$ cat src/rtl/clk_div_pkg.sv
// Shared defaults and helpers for the multi-channel clock divider.
package clk_div_pkg;

  localparam int CNT_W_DEF   = 16;
  localparam int DEF_DIV_DEF = 1;

  // Width of a channel select; a single channel still needs one select bit.
  function automatic int sel_width(input int n);
    return (n > 1) ? $clog2(n) : 1;
  endfunction

endpackage

$ cat src/rtl/clk_div_ch.sv
// One divider channel: half-period counter, active/shadow divisor pair,
// registered square-wave output and rising-edge tick.
module clk_div_ch
  import clk_div_pkg::*;
#(
  parameter int CNT_W   = CNT_W_DEF,
  parameter int DEF_DIV = DEF_DIV_DEF
) (
  input  logic             clk,
  input  logic             rst_n,
  input  logic             en,
  input  logic             restart,
  input  logic             wr,
  input  logic [CNT_W-1:0] wr_val,
  output logic             clk_d,
  output logic             tick,
  output logic             pend
);

  localparam logic [CNT_W-1:0] DEF_VAL = CNT_W'(DEF_DIV);

  logic [CNT_W-1:0] cnt_reg;
  logic [CNT_W-1:0] act_reg;
  logic [CNT_W-1:0] shd_reg;
  logic             clk_d_reg;
  logic             tick_reg;
  logic             pend_reg;

  always_ff @(posedge clk or negedge rst_n) begin
    if (!rst_n) begin
      cnt_reg   <= '0;
      act_reg   <= DEF_VAL;
      shd_reg   <= DEF_VAL;
      clk_d_reg <= 1'b0;
      tick_reg  <= 1'b0;
      pend_reg  <= 1'b0;
    end else if (restart) begin
      cnt_reg   <= '0;
      clk_d_reg <= 1'b0;
      tick_reg  <= 1'b0;
      pend_reg  <= 1'b0;
      // A same-cycle write bypasses the shadow so the new rate starts now.
      if (wr) begin
        act_reg <= wr_val;
        shd_reg <= wr_val;
      end else begin
        act_reg <= shd_reg;
      end
    end else begin
      tick_reg <= 1'b0;
      if (en) begin
        if (cnt_reg == act_reg) begin
          cnt_reg   <= '0;
          clk_d_reg <= ~clk_d_reg;
          tick_reg  <= ~clk_d_reg;
          if (pend_reg) begin
            act_reg  <= shd_reg;
            pend_reg <= 1'b0;
          end
        end else begin
          cnt_reg <= cnt_reg + 1'b1;
        end
      end
      // Placed last so a write landing on a transfer edge stays pending.
      if (wr) begin
        shd_reg  <= wr_val;
        pend_reg <= 1'b1;
      end
    end
  end

  assign clk_d = clk_d_reg;
  assign tick  = tick_reg;
  assign pend  = pend_reg;

endmodule

$ cat src/rtl/clk_div_multi.sv
// Multi-channel programmable clock divider: shared divisor write bus decoded
// to a one-hot write enable, one independent divider per channel.
module clk_div_multi
  import clk_div_pkg::*;
#(
  parameter  int NCH     = 4,
  parameter  int CNT_W   = CNT_W_DEF,
  parameter  int DEF_DIV = DEF_DIV_DEF,
  localparam int SEL_W   = sel_width(NCH)
) (
  input  logic             clk,
  input  logic             rst_n,
  input  logic [NCH-1:0]   en,
  input  logic [NCH-1:0]   restart,
  input  logic             div_wr,
  input  logic [SEL_W-1:0] div_sel,
  input  logic [CNT_W-1:0] div_val,
  output logic [NCH-1:0]   clk_d,
  output logic [NCH-1:0]   tick,
  output logic [NCH-1:0]   pend
);

  logic [NCH-1:0] wr_en;

  // Selects at or above NCH match no channel, so such writes are dropped.
  generate
    for (genvar gi = 0; gi < NCH; gi++) begin : g_ch
      assign wr_en[gi] = div_wr && (div_sel == SEL_W'(gi));

      clk_div_ch #(
        .CNT_W   (CNT_W),
        .DEF_DIV (DEF_DIV)
      ) u_ch (
        .clk     (clk),
        .rst_n   (rst_n),
        .en      (en[gi]),
        .restart (restart[gi]),
        .wr      (wr_en[gi]),
        .wr_val  (div_val),
        .clk_d   (clk_d[gi]),
        .tick    (tick[gi]),
        .pend    (pend[gi])
      );
    end
  endgenerate

endmodule

$ cat config.mk
export PLATFORM = sky130hd
export DESIGN_NAME = clk_div_multi
export DESIGN_NICKNAME = d
export VERILOG_FILES = /design/src/rtl/clk_div_pkg.sv /design/src/rtl/clk_div_ch.sv /design/src/rtl/clk_div_multi.sv
export SDC_FILE = /design/constraint.sdc
export NUM_CORES = 1
export LEC_CHECK = 0
export ABC_AREA = 1
export BUFFER_PORTS_ARGS = -buffer_cell sky130_fd_sc_hd__buf_2
export CORE_MARGIN = 3
export CORE_UTILIZATION = 45
export DETAILED_ROUTE_END_ITERATION = 10
export PLACE_DENSITY = 0.63
export SYNTH_ARGS = -nofsm -noshare
export SYNTH_HDL_FRONTEND = slang
export SYNTH_SLANG_ARGS = --single-unit
$ cat constraint.sdc
create_clock -name clk -period 3.5 [get_ports clk]
set_input_delay 0 -clock clk [delete_from_list [all_inputs] [get_ports clk]]
set_output_delay 0 -clock clk [all_outputs]
set_load 0.03 [all_outputs]
### Word-level counts from Yosys, hierarchy flattened

Cells that the tools add are included.

* input port bits: 29
* register bits: 204

* equal/unequal tests: 7
* bitwise gates (word level): 4
* $add $sub $neg: 4
* multiplexer cells: 72
* reductions and logical operators: 37

Operators with widths (number)
* $mux W16: 32
* $add A16 B1 Y16 const B: 4
* $eq A16 B16 Y1: 4
* $mux W1: 40
* $reduce_bool A2 Y1: 12
* $reduce_bool A3 Y1: 8
* $reduce_and A2 Y1: 8
* $reduce_and A3 Y1: 4
* $eq A2 B2 Y1 const B: 2
* $logic_and A1 B1 Y1: 4
* $not A1 Y1: 4
* $eq A2 B1 Y1 const B: 1
* $logic_not A2 Y1: 1

### Depth between registers and ports, before layout

* word-level depth: 5
* depth in mapped cells: 12
* depth with buffers taken out: 11

### Hierarchy

Synthesis repeated with hierarchy kept, for this count alone.

* cell total of the unflattened synthesis: 1616
* area, all modules: 11421.0 um^2

By module, submodules not included
* clk_div_ch: cells each 402, area an instance 2847.7 um^2, seq. area each 1278.7 um^2, times used 4
* clk_div_multi: cells each 8, area an instance 30.0 um^2, seq. area each 0.0 um^2, times used 1

### Worst setup path after synthesis

No wires, ideal clock.

* path kind: flip-flop to flip-flop
* start point: register g_ch[0].u_ch.act_reg[0]
* end point: register g_ch[0].u_ch.act_reg[10]
* data arrival time: 1.383 ns
* path slack: 2.000 ns
* stages on the path, launching flop included: 13
* library setup time: 0.117 ns
* path through: dfstp_2 nand2_1 inv_1 nor2_1 nor2_1 nand2_1 nor2_1 nand2_2 nand2_4 nand3_4 buf_6 nand2_1 nand2_1

* cells in the longest elaborated chain, start to end: 3

Ends and longest elaborated chain
* from (decl): RTL line clk_div_ch.sv:23 `logic [CNT_W-1:0] act_reg;`
* from (signal assigned): RTL line clk_div_ch.sv:44 `act_reg <= wr_val;`
* from (signal assigned): RTL line clk_div_ch.sv:47 `act_reg <= shd_reg;`
* from (signal assigned): RTL line clk_div_ch.sv:57 `act_reg <= shd_reg;`
* $eq A16 B16 Y1: RTL line clk_div_ch.sv:52 `if (cnt_reg == act_reg) begin`
* $reduce_bool A2 Y1 (no line)
* $reduce_and A3 Y1 (no line)

No other way between the ends.
A chain may end at the register's enable or synchronous reset.

### Worst setup path in the final report

* start point: input restart[3]
* end point: register g_ch[3].u_ch.cnt_reg[6]

* cells in the longest elaborated chain, start to end: 1

Ends and longest elaborated chain
* from (decl): RTL line clk_div_multi.sv:14 `input logic [NCH-1:0] restart,`
* $mux W16 or $reduce_bool A2 Y1 (tied branches)
* to (signal assigned): RTL line clk_div_ch.sv:61 `cnt_reg <= cnt_reg + 1'b1;`
* to (decl): RTL line clk_div_ch.sv:22 `logic [CNT_W-1:0] cnt_reg;`

Several ways; a longest one is shown, not always the timed one.

==> impl_metrics.json <==
{
  "post_cts_buffers": 0,
  "drcViolationCount": 0,
  "finalCritPeriodShare_pct": 55.3,
  "num_antenna_cells": 0,
  "p_seq_share_pct": 44.2,
  "cts.sinks": 204,
  "grt_start_max_net_pins": 106,
  "clk_pin_slew_ns": 0.06,
  "syn_area_mm2": 0.0115,
  "worstMarginPinSlew_ns": 1.17,
  "p_switching_mw": 1.79,
  "setup_violations": 0,
  "grt_usage_pct": 19.6,
  "wirelength_um": 26900,
  "syn_area_per_cell_um2": 7.42,
  "first_pass_iters": 5,
  "relSlewSlack_pct": 21.6,
  "leakagePower_nw": 6.30,
  "io_pins": 41,
  "ant_nets": 0,
  "fin_nets": 1603,
  "nFillCells": 2430,
  "combPwrFrac_pct": 16.1,
  "min_from": "restart[1]",
  "grt_pass1_wl_um": 45800,
  "layout_commonest_cell": "nand2_1",
  "die_y_um": 166,
  "h-tree-depth": 1,
  "max_cap_violations": 0,
  "start_kind": "primary input",
  "start_util_pct": 46.5,
  "synthDistinctLibCells": 35,
  "finalHoldViolations": 0,
  "drive_gt1_share_pct": 8.88,
  "end_kind": "flop",
  "layout_common_cells": "nand2_1, inv_1, dfrtp_1",
  "synthesis.nets": 1579,
  "core_area_mm2": 0.0247,
  "antenna_found_initial": 0,
  "fmax_mhz": 516,
  "dp_hpwl_um": 18200,
  "vias_per_cell": 5.09,
  "fin_util_pct": 51.8,
  "gp_congestion": 0.848,
  "switching_share_pct": 28.6,
  "rsz0062_at_grt": "no",
  "outcome": "finished, final reports clean",
  "yosysSeqAreaShare_pct": 44.6,
  "grt_pass1_vias": 9155,
  "cts_hold_buf": 24,
  "overflow": 0,
  "cellPowerDensity_mw_per_mm2": 491,
  "cts_buffers": 25,
  "worstPathRequired_ns": 3.92,
  "worst_clock_skew_ns": 0.0226,
  "place_area_mm2": 0.0118,
  "insertion_delay_ns": 0.53,
  "port_buffers": 40,
  "tritoncts": "done",
  "ir_drop_mv": 0.348,
  "post_cts_resized": 0,
  "critPathLaunch": "restart[3]",
  "maxSlewViolCount": 0,
  "syn_inst": 1546,
  "fin_crit_ns": 1.94,
  "p_total_mw": 6.27,
  "row_count": 57,
  "wl_per_cell_um": 14.1,
  "root_buffer": "clkbuf_16",
  "clockBufferDepth": 3,
  "r2r-start": "g_ch[0].u_ch.act_reg[0]$_DFFE_PN1P_",
  "die_w_um": 166,
  "internal_power_mw": 4.48,
  "area_growth_pct": 11.5,
  "cp.arrival_ns": 2.35,
  "fp.dieArea_mm2": 0.0274,
  "r2r_slack_ns": 1.66,
  "routed-via-count": 9731,
  "cp_max_fo": 38,
  "pre_cts_slack_ns": 1.40,
  "fin_tns_setup_ns": 0,
  "crit_type": "in -> reg",
  "drtIter0Drc": 613,
  "ys_ff_latch": 204,
  "postLayoutCellArea_mm2": 0.0128,
  "hp-class": "in -> reg",
  "multi_input_area_mm2": 0.00509,
  "pwr-share-clk_pct": 39.8,
  "fin_ws_ns": 1.56,
  "regArea_mm2": 0.00511,
  "yosys_warnings": 0
}
final timing paths:
check | end | cells past startpoint
hold / removal | g_ch[1].u_ch.pend$_DFFE_PN0P_ | 2
max in group asynchronous | g_ch[3].u_ch.act_reg[0]$_DFFE_PN1P_ | 3
setup reg to reg | g_ch[0].u_ch.cnt_reg[10]$_DFFE_PN0P_ | 11
setup / recovery | g_ch[3].u_ch.cnt_reg[6]$_DFFE_PN0P_ | 8
hold reg to reg | g_ch[0].u_ch.act_reg[0]$_DFFE_PN1P_ | 2
min in group asynchronous | g_ch[1].u_ch.cnt_reg[12]$_DFFE_PN0P_ | 2
per-layer routing:
| layer | vias up | global-route usage [%] | share of wire (%) |
|---|---|---|---|
| li1 | 4983 | - | - |
| met1 | 4547 | 28.2 | 49 |
| met2 | 159 | 31.6 | 45 |
| met3 | 42 | 3.00 | 4.2 |
| met4 | 0 | 4.05 | 1.7 |
| met5 | - | 0 | 0 |
synthesized netlist by cell type (all sizes together):
| cell type | instances | share of area (%) |
|---|---|---|
| ha | 4 | 0.44 |
| clkinv | 4 | 0.13 |
| nand2 | 455 | 15 |
| dfstp | 8 | 1.8 |
| xnor2 | 2 | 0.15 |
| nand3b | 2 | 0.13 |
| o211ai | 32 | 2.1 |
| nor2 | 139 | 4.9 |
| a21oi | 22 | 0.96 |
| or2 | 7 | 0.38 |
| o21ai | 107 | 4.7 |
| buf | 51 | 2.8 |
| o22ai | 5 | 0.27 |
| nor4 | 2 | 0.11 |
| clkbuf | 23 | 0.75 |
| o21a | 32 | 2.1 |
| nand3 | 84 | 3.8 |
| nor3 | 27 | 1.3 |
| dfrtp | 196 | 43 |
| inv | 223 | 7.3 |
| nand4 | 79 | 4.6 |
| xor2 | 42 | 3.2 |
layout make-up:
class | instances | share of cell area [%]
Timing Repair Buffer | 71 | 4.12
Sequential cell | 204 | 40.0
Tap cell | 324 | 3.17
Clock inverter | 6 | 0.489
Multi-Input combinational cell | 1041 | 39.8
Clock buffer | 39 | 5.70
Inverter | 227 | 6.67
worst max-delay path: stages:
cell and delay, ns:
dlygate4sd3_1 0.52, buf_2 0.48, nor2_2 0.18, inv_1 0.65, nand2_1 0.16, nor2_1 0.14
xor2_1 0.16, nor2_1 0.06
cells by family after synthesis:
kind of cell    after synthesis  share of synthesized area, %
xor+xnor                     44                          3.36
buf+inv                     301                          11.0
simple gates                795                          30.5
compound gates              198                          10.1
fa+ha+maj                     4                         0.437
flops                       204                          44.6
per-stage QoR:
step	instances	hold slack, ns
after floorplan	1546	-0.296
after global placement	1843	0.203
after detailed placement	1843	0.208
after CTS	1912	0.000705
after global routing	1912	0.0466
final	1912	0.0106
power by group through the flow:
| stage | combinational, mW | clock, mW | sequential, mW |
|---|---|---|---|
| CTS | 1.02 | 2.57 | 2.77 |
| global placement | 0.970 | 0 | 2.81 |
| global route | 1.18 | 2.66 | 2.80 |
| finish | 1.01 | 2.49 | 2.77 |
| detailed placement | 0.995 | 0 | 2.81 |
| floorplan | 0.761 | 0 | 2.76 |
No activity file was read; power rests on OpenSTA's default activity.
